`src/rtl/imem_loader_pkg.sv`:
```
// imem_loader_pkg: shared types and constants for the instruction-memory loader.
// Checksum width applies only when IMEM_LOADER_CHECKSUM_EN is defined.
package imem_loader_pkg;

  typedef enum logic [2:0] {
    S_IDLE,
    S_LEN0,
    S_LEN1,
    S_DATA,
    S_CSUM,
    S_DONE,
    S_ERR
  } state_t;

  localparam int LEN_BYTES      = 2;
  localparam int BYTES_PER_WORD = 4;
  localparam int CSUM_W         = 8;

endpackage

```
`src/rtl/imem_word_packer.sv`:
```
// imem_word_packer: gathers four stream bytes into a little-endian word.
// word_valid pulses combinationally with the fourth accepted byte.
module imem_word_packer
  import imem_loader_pkg::*;
(
  input  logic        clk,
  input  logic        reset,
  input  logic        i_clr,
  input  logic        i_en,
  input  logic [7:0]  i_byte,
  output logic        o_word_valid,
  output logic [31:0] o_word
);

  localparam int CW = $clog2(BYTES_PER_WORD);
  localparam logic [CW-1:0] LAST = CW'(BYTES_PER_WORD - 1);

  logic [CW-1:0] r_cnt;
  logic [23:0]   r_sh;

  // byte counter and shift register; held while no byte is accepted
  always_ff @(posedge clk) begin
    if (reset || i_clr) begin
      r_cnt <= '0;
      r_sh  <= '0;
    end else if (i_en) begin
      r_cnt <= r_cnt + 1'b1;
      r_sh  <= {i_byte, r_sh[23:8]};
    end
  end

  assign o_word_valid = i_en && (r_cnt == LAST);
  assign o_word       = {i_byte, r_sh};

endmodule

```
`src/rtl/imem_loader.sv`:
```
// imem_loader: boot-time byte-stream programmer for the instruction memory.
// Define IMEM_LOADER_CHECKSUM_EN to require a trailing XOR checksum byte.
module imem_loader
  import imem_loader_pkg::*;
#(
  parameter int ADDR_WIDTH = 10
) (
  input  logic                  clk,
  input  logic                  reset,
  input  logic                  start,
  input  logic                  in_valid,
  input  logic [7:0]            in_data,
  output logic                  in_ready,
  output logic                  we,
  output logic [ADDR_WIDTH-1:0] waddr,
  output logic [31:0]           wdata,
  output logic                  busy,
  output logic                  done,
  output logic                  error,
  output logic                  cpu_hold
);

  localparam int unsigned DEPTH = 1 << ADDR_WIDTH;
  localparam int LW = LEN_BYTES * 8;

  state_t                r_state;
  state_t                w_next;
  state_t                w_fin;
  logic [LW-1:0]         r_len;
  logic [LW-1:0]         w_nlen;
  logic [ADDR_WIDTH:0]   r_wcnt;
  logic                  r_we;
  logic [ADDR_WIDTH-1:0] r_waddr;
  logic [31:0]           r_wdata;
  logic                  w_ready;
  logic                  w_acc;
  logic                  w_start;
  logic                  w_too_big;
  logic                  w_last;
  logic                  w_byte_en;
  logic                  w_word_valid;
  logic [31:0]           w_word;

  assign w_ready = r_state inside {S_LEN0, S_LEN1, S_DATA, S_CSUM};
  assign w_acc   = in_valid && w_ready;
  assign w_start = start &&
                   (r_state inside {S_IDLE, S_DONE, S_ERR});

  assign w_nlen    = {in_data, r_len[7:0]};
  assign w_too_big = 32'(w_nlen) > DEPTH;
  assign w_last    = (16'(r_wcnt) + 16'd1) == r_len;
  assign w_byte_en = w_acc && (r_state == S_DATA);

`ifdef IMEM_LOADER_CHECKSUM_EN
  assign w_fin = S_CSUM;

  logic [CSUM_W-1:0] r_csum;

  // running XOR of every accepted data byte
  always_ff @(posedge clk) begin
    if (reset || w_start) begin
      r_csum <= '0;
    end else if (w_byte_en) begin
      r_csum <= r_csum ^ in_data;
    end
  end
`else
  assign w_fin = S_DONE;
`endif

  imem_word_packer u_pack (
    .clk          (clk),
    .reset        (reset),
    .i_clr        (w_start),
    .i_en         (w_byte_en),
    .i_byte       (in_data),
    .o_word_valid (w_word_valid),
    .o_word       (w_word)
  );

  // state register
  always_ff @(posedge clk) begin
    if (reset) begin
      r_state <= S_IDLE;
    end else begin
      r_state <= w_next;
    end
  end

  // next-state decode
  always_comb begin
    w_next = r_state;
    unique case (r_state)
      S_IDLE, S_DONE, S_ERR: begin
        if (w_start) w_next = S_LEN0;
      end
      S_LEN0: begin
        if (w_acc) w_next = S_LEN1;
      end
      S_LEN1: begin
        if (w_acc) begin
          if (w_too_big)          w_next = S_ERR;
          else if (w_nlen == '0)  w_next = w_fin;
          else                    w_next = S_DATA;
        end
      end
      S_DATA: begin
        if (w_word_valid && w_last) w_next = w_fin;
      end
`ifdef IMEM_LOADER_CHECKSUM_EN
      S_CSUM: begin
        if (w_acc) begin
          w_next = (in_data == r_csum) ? S_DONE : S_ERR;
        end
      end
`endif
      default: w_next = S_IDLE;
    endcase
  end

  // length capture, word counter and registered write port
  always_ff @(posedge clk) begin
    if (reset) begin
      r_len   <= '0;
      r_wcnt  <= '0;
      r_we    <= 1'b0;
      r_waddr <= '0;
      r_wdata <= '0;
    end else begin
      r_we <= w_word_valid;
      if (w_start) begin
        r_len  <= '0;
        r_wcnt <= '0;
      end
      if (w_acc && r_state == S_LEN0) r_len[7:0]  <= in_data;
      if (w_acc && r_state == S_LEN1) r_len[15:8] <= in_data;
      if (w_word_valid) begin
        r_waddr <= r_wcnt[ADDR_WIDTH-1:0];
        r_wdata <= w_word;
        r_wcnt  <= r_wcnt + 1'b1;
      end
    end
  end

  assign in_ready = w_ready;
  assign we       = r_we;
  assign waddr    = r_waddr;
  assign wdata    = r_wdata;
  assign busy     = w_ready;
  assign done     = (r_state == S_DONE);
  assign error    = (r_state == S_ERR);
  assign cpu_hold = w_ready || (r_state == S_ERR);

endmodule

```
`config.mk`:
```
export PLATFORM = sky130hd
export DESIGN_NAME = imem_loader
export DESIGN_NICKNAME = d
export VERILOG_FILES = /design/src/rtl/imem_loader_pkg.sv /design/src/rtl/imem_word_packer.sv /design/src/rtl/imem_loader.sv
export SDC_FILE = /design/constraint.sdc
export NUM_CORES = 1
export LEC_CHECK = 0
export ABC_AREA = 1
export BUFFER_PORTS_ARGS = -buffer_cell sky130_fd_sc_hd__buf_2
export CAP_MARGIN = 5
export CORE_MARGIN = 3
export CORE_UTILIZATION = 40
export CTS_BUF_LIST = sky130_fd_sc_hd__clkbuf_4 sky130_fd_sc_hd__clkbuf_8
export DETAILED_ROUTE_END_ITERATION = 8
export HOLD_SLACK_MARGIN = 0.12
export PLACE_DENSITY = 0.7
export SLEW_MARGIN = 40
export SYNTH_ARGS = -nofsm -noshare
export SYNTH_HDL_FRONTEND = slang
export SYNTH_HIERARCHICAL = 1
export SYNTH_SLANG_ARGS = --single-unit
export TNS_END_PERCENT = 30
```
`constraint.sdc`:
```
create_clock -name clk -period 3 [get_ports clk]
set_input_delay 0 -clock clk [delete_from_list [all_inputs] [get_ports clk]]
set_output_delay 0 -clock clk [all_outputs]
set_load 0.01 [all_outputs]
```
==> results of run 1 <==
==> power breakdown <==
part	internal [mW]	leakage, nW	switching, mW
Combinational	0.207	1.52	0.413
Clock	0.407	0.107	0.495
Sequential	1.37	0.799	0.0406
Total	1.98	2.43	0.948
==> cells in the mapped netlist <==
cell type | n | area, sq um
o21ai_1 | 2 | 10.0
and2_1 | 1 | 6.26
nand2_1 | 131 | 492
buf_2 | 3 | 15.0
nand4_1 | 5 | 31.3
nand2_2 | 2 | 12.5
dfxtp_1 | 99 | 1980
nand3_1 | 26 | 130
or2_1 | 1 | 6.26
ha_1 | 2 | 25.0
inv_1 | 89 | 334
a31oi_1 | 1 | 6.26
o22ai_1 | 14 | 87.6
nor3_1 | 2 | 10.0
nand3_2 | 1 | 10.0
nor2_1 | 164 | 616
clkinv_1 | 1 | 3.75
buf_1 | 2 | 7.51
a21oi_1 | 19 | 95.1
clkinv_2 | 1 | 5.00
buf_4 | 13 | 97.6
xnor2_1 | 1 | 8.76
nor4_1 | 3 | 18.8
buf_6 | 3 | 33.8
inv_2 | 1 | 3.75
o21ai_0 | 45 | 225
nor2_4 | 3 | 33.8
o21bai_2 | 1 | 11.3
nor2_2 | 1 | 6.26
nand3_4 | 2 | 35.0
xor2_1 | 4 | 35.0
clkbuf_1 | 15 | 56.3
xnor3_1 | 1 | 22.5
==> through the flow <==
stage	utilization, %	power, mW	instances
final	48.0	2.93	850
after global routing	48.0	3.08	850
after CTS	48.0	2.94	850
after detailed placement	44.9	2.03	821
after global placement	44.9	2.01	821
after floorplan	-	1.91	659
==> worst paths after layout <==
check                      start              to  cells past startpoint
hold reg to reg   u_pack/r_sh[7]  u_pack/r_sh[7]                      2
setup reg to reg      r_state[1]       r_len[15]                      8
hold / removal             start      r_state[0]                      7
setup / recovery      r_state[1]       r_len[15]                      8
==> cell usage in the layout (no fill, tap or decap), types with 5 or more instances in the layout <==
cell type	count
a21oi_1	19
buf_2	59
clkbuf_8	9
dfxtp_1	99
dlygate4sd3_1	13
inv_1	88
nand2_1	131
nand3_1	26
nand4_1	5
nor2_1	163
o21ai_0	45
o22ai_1	14
==> critical path, delay by kind of cell, from the launching register on <==
kind	cells	cell delay, ns
compound gates	1	0.13
buf+inv	4	1.35
flops	1	0.39
simple gates	3	0.32
==> state kept, by name (all words and copies together), names as in the netlist <==
register and flops:
we 1, r_wcnt 11, waddr 10, wdata 32, r_len 16, u_pack/r_sh 24, u_pack/r_cnt 2, r_state 3
==> kinds of logic (layout without fill, tap and decap cells) <==
kind of cell             Yosys count  in the layout  share of synthesized area, %
flip-flops                        99             99                          44.3
AND/OR/NAND/NOR                  342            342                          31.5
adder cells (fa/ha/maj)            2              2                         0.559
AO/OA/AOI/OAI                     82             82                          9.73
XOR/XNOR                           6              6                          1.48
buffers and inverters            128            183                          12.4
==> metal layers <==
metal	GRT usage, %	share of wire, %	vias up	routed length (um)
li1	-	-	2115	-
met2	30.3	48	107	5130
met1	20.3	45	1923	4830
met4	8.03	1.7	0	180
met5	0	0	-	0
met3	3.75	4.5	17	483
==> area by class of cell <==
cell class | count | share of cell area, %
well taps | 136 | 3.34
inverters | 92 | 6.81
clock buffers | 10 | 2.58
clock inverters | 6 | 1.43
repair buffers | 75 | 8.80
multi-input cells | 432 | 38.1
flip-flops and latches | 99 | 38.9
==> what timing repair did <==
item | CTS | global route
hold endpoints to repair | 33 | 0
setup endpoints to repair | 0 | 0
hold buffers | 13 | 0
resized for setup | 0 | 0
==> impl_metrics.csv, run 1 <==
group,metric,value,unit
outcome,status,"completed",
sta,slew_viol_final,0,
drt,vias,4162,
global_routing,grt_max_degree,56,
sta,fin_crit,2.24,ns
clocking,ctsRootBufferMaster,"clkbuf_8",
power,power.density,575,nW/um^2
cells_and_area,fin_area,5090,sq um
global_routing,grt_use_total,17.4,%
floorplanning,die_area,12500,sq um
worst_setup_path,start_kind,"register",
global_routing,antenna_found_initial,0,
min_path,worstHoldPathType,"in -> reg",
floorplanning,ioPinCount,60,
place,finalWeightedCongestion,0.904,
clocking,cts_max_path_buffers,2,
worst_setup_path,cp_max_fo,5,
logic_synthesis,syn_nets,673,
clocking,cts_tree,"yes",
sta,tns,0,ns
drt,viasPerCell,4.90,
logic_synthesis,yosysUniqueCellTypes,33,
drt,totalWireLength,10600,um
global_routing,grt_pass1_vias,4074,
clocking,numCtsBuffers,9,
sta,timing.final.ws_setup,0.760,ns
drt,drc,0,
run,max_cap_viol_count,0,
power,p_leak,2.43,nW
drt,ant_nets,0,
drt,first_pass_iters,7,
sta,rsz0062_at_grt,"false",
cells_and_area,diodes,0,
cells_and_area,layout.filler_cells,1068,
floorplanning,die_x,112,um
global_routing,grt_pass1_wl,18200,um
cells_and_area,layout.nets,723,
sta,whs,0.312,ns
worst_setup_path,crit_path_max_incr_delay,0.56,ns
worst_setup_path,slowest_stage,"dlygate4sd3_1",
logic_synthesis,yosysSeqAreaShare,44.3,%
drt,routedWlPerCell,12.5,um
sta,fmax,446,MHz
sta,tightest_slew,0.759,ns
cells_and_area,multiInputGateArea,1940,sq um
clocking,path_clk_slew,0.11,ns
logic_synthesis,netlist_instances,659,
sta,hold_viol,0,
sta,finalSetupViolCount,0,
sta,finalCritPeriodShare,74.7,%
clocking,h-tree-depth,3,
worst_setup_path,rrSetupSlack,0.76,ns
place,placed_cell_area,4760,sq um
worst_setup_path,cp.arrival,2.57,ns
cells_and_area,layout-drive-gt1-share,12.9,%
drt,drt_iter0_markers,224,
floorplanning,fp.coreArea,10600,sq um
floorplanning,dieHeight,112,um
worst_setup_path,crit_type,"reg -> reg",
floorplanning,initial_core_util,42.2,%
cells_and_area,area_growth,13.8,%
place,port_buffers,59,
worst_setup_path,worst_setup_path_end_kind,"register",
logic_synthesis,avgSynthCellArea,6.79,sq um
clocking,cts_sinks,99,
clocking,clock_latency,0.38,ns
floorplanning,rows,37,
logic_synthesis,ys.warnings.count,6,
place,dp_hpwl,7290,um
worst_setup_path,path_cells,"inv_1 > nor2_1 > nand2_1 > inv_1 > nand3_1 > dlygate4sd3_1 > a21oi_1 > dlygate4sd3_1",
logic_synthesis,syn-cell-area,4470,sq um
cells_and_area,seq_area,1980,sq um
worst_setup_path,required,3.33,ns
sta,max_slew_margin,49.2,%
power,irDropWorstVdd,0.274,mV
logic_synthesis,ys_ff_latch,99,
sta,clock_skew,0.0124,ns
place,dp_slack,0.848,ns
clocking,cts_setup_buffers,0,
global_routing,overflow,0,
(Power assumes the default switching activity.)
==> run 2: changes to the inputs <==
==> constraint.sdc (replaced) <==
create_clock -name clk -period 2.31 [get_ports clk]
set_input_delay 0 -clock clk [delete_from_list [all_inputs] [get_ports clk]]
set_output_delay 0 -clock clk [all_outputs]
set_load 0.01 [all_outputs]
==> run 2 against run 1 <==
Fmax up 3.2%. Via count shrank 1.3%. Clock-buffer cell count increased by 1. Core utilization increased by 0.64 points. Power is 28% higher. Wire length shrank 0.29%. Largest cell class unchanged. Flip-flop and latch count did not move.
==> impl_metrics.csv, run 2 (same netlist as run 1, synthesis figures left out) <==
group,metric,value,unit
outcome,status,"completed",
worst_setup_path,cp.arrival,2.49,ns
clocking,cts_tree,"yes",
clocking,h-tree-depth,3,
clocking,path_clk_slew,0.09,ns
cells_and_area,layout-drive-gt1-share,16.0,%
power,irDropWorstVdd,0.499,mV
floorplanning,rows,37,
worst_setup_path,path_cells,"inv_2 > nor2_1 > nand2_1 > inv_1 > nand3_1 > dlygate4sd3_1 > a21oi_1 > dlygate4sd3_1",
sta,tightest_slew,0.575,ns
power,power.density,728,nW/um^2
worst_setup_path,start_kind,"register",
sta,fmax,461,MHz
global_routing,overflow,0,
cells_and_area,largest_register_ffs,32,
floorplanning,die_area,12500,sq um
global_routing,grt_use_total,17.7,%
drt,drt_iter0_markers,218,
sta,hold_viol,0,
global_routing,grt_pass1_wl,18500,um
global_routing,grtUsageMet2,30.1,%
cells_and_area,diodes,0,
global_routing,grt_max_degree,53,
place,dp_hpwl,7490,um
drt,viasPerCell,4.81,
sta,slew_viol_final,0,
global_routing,gr-usage-met1,22.2,%
worst_setup_path,slowest_stage,"dlygate4sd3_1",
drt,vias,4109,
worst_setup_path,path_depth,8,
floorplanning,fp.coreArea,10600,sq um
cells_and_area,layout.nets,728,
cells_and_area,fin_cells,855,
clocking,cts_max_path_buffers,2,
min_path,worstHoldPathType,"in -> reg",
cells_and_area,layout.filler_cells,1093,
sta,finalCritPeriodShare,94.0,%
worst_setup_path,cpMostUsedCell,"dlygate4sd3_1",
run,max_cap_viol_count,0,
min_path,min_path_cells,3,
drt,first_pass_iters,4,
global_routing,grtUsageMet3,4.24,%
sta,tns,0,ns
drt,totalWireLength,10600,um
global_routing,grt_pass1_vias,3940,
clocking,ctsRootBufferMaster,"clkbuf_8",
cells_and_area,area_growth,15.4,%
sta,finalSetupViolCount,0,
sta,clock_skew,0.0126,ns
sta,rsz0062_at_grt,"true",
floorplanning,die_x,112,um
drt,routedWlPerCell,12.4,um
clocking,numCtsBuffers,9,
place,finalWeightedCongestion,0.923,
global_routing,gr-max-usage-layer,"met2",
power,p_leak,2.44,nW
worst_setup_path,crit_path_max_incr_delay,0.56,ns
worst_setup_path,cp_max_fo,5,
worst_setup_path,worst_setup_path_end_kind,"register",
clocking,cts_sinks,99,
cells_and_area,final_cell_mix,"nor2_1, nand2_1, dfxtp_1",
floorplanning,initial_core_util,42.2,%
floorplanning,dieHeight,112,um
worst_setup_path,required,2.63,ns
drt,ant_nets,0,
place,port_buffers,59,
worst_setup_path,critPathBufInv,4,
drt,drc,0,
power,p_total,3.75,mW
global_routing,antenna_found_initial,0,
worst_setup_path,critical-path-top-delay-family,"buffers and inverters",
floorplanning,ioPinCount,60,
clocking,clock_latency,0.37,ns
worst_setup_path,crit_type,"reg -> reg",
place,dpl.cell_count,826,
worst_setup_path,ff2ff_path_depth,8,
sta,max_slew_margin,61.6,%
cells_and_area,layout_commonest_cell,"nor2_1",
sta,fin_crit,2.17,ns
cells_and_area,utilization,48.7,%
[run 2: cell types whose count changed in the layout (fill, tap and decap cells not counted), sizes merged]
cell,change
bufinv,-1
clkinvlp,+1
dlygate4sd3,-1
clkbuf,+1
inv,-1
buf,+6
[run 2: layer usage]
layer / share of wire [%] / wire, um / vias to the layer above
met5: 0 / 0 / -
met4: 1.6 / 167 / 0
li1: - / - / 2124
met3: 4.3 / 460 / 14
met1: 45 / 4770 / 1883
met2: 49 / 5200 / 88
[run 2: report_power, final]
| part | switching (mW) | internal [mW] | leakage, nW | total [mW] |
|---|---|---|---|---|
| Combinational | 0.554 | 0.285 | 1.54 | 0.839 |
| Sequential | 0.0589 | 1.78 | 0.800 | 1.84 |
| Clock | 0.628 | 0.449 | 0.0955 | 1.08 |
| Total | 1.24 | 2.51 | 2.44 | 3.75 |
[run 2: through the flow]
stage | instance area [sq um] | hold WS, ns | worst slack (ns)
final | 5160 | 0.138 | 0.139
after global routing | 5160 | 0.141 | -0.0737
after CTS | 5110 | 0.121 | 0.0320
after detailed placement | 4800 | 0.304 | 0.0226
after global placement | 4800 | 0.294 | 0.0997
after floorplan | 4470 | 0.163 | 0.175
[run 2: worst register-to-register path, delay by kind of cell (launching register included)]
family	cells	cell delay, ns
AO/OA/AOI/OAI	1	0.14
AND/OR/NAND/NOR	3	0.29
flip-flops	1	0.37
buffers and inverters	4	1.31
[run 2: final cells by class]
cell class	count	area (sq um)	area share, %
flip-flops and latches	99	1990	38.5
multi-input cells	432	1980	38.4
repair buffers	80	483	9.36
inverters	92	347	6.72
well taps	136	170	3.30
clock buffers	11	145	2.81
clock inverters	5	45.0	0.873
[run 2: repair_timing]
action,CTS,global route
gates resized for setup,1,19
hold buffers,12,0
hold endpoints to repair,32,0
pin swaps,0,7
endpoints found under the setup margin,2,47
setup buffers,0,1
[run 2: path summary, 6_finish.rpt]
| check | slack, ns | end | from |
|---|---|---|---|
| hold / removal | 0.14 | r_len[0] | reset |
| hold reg to reg | 0.48 | u_pack/r_sh[7] | u_pack/r_sh[7] |
| setup reg to reg | 0.14 | r_len[15] | r_state[1] |
| setup / recovery | 0.14 | r_len[15] | r_state[1] |
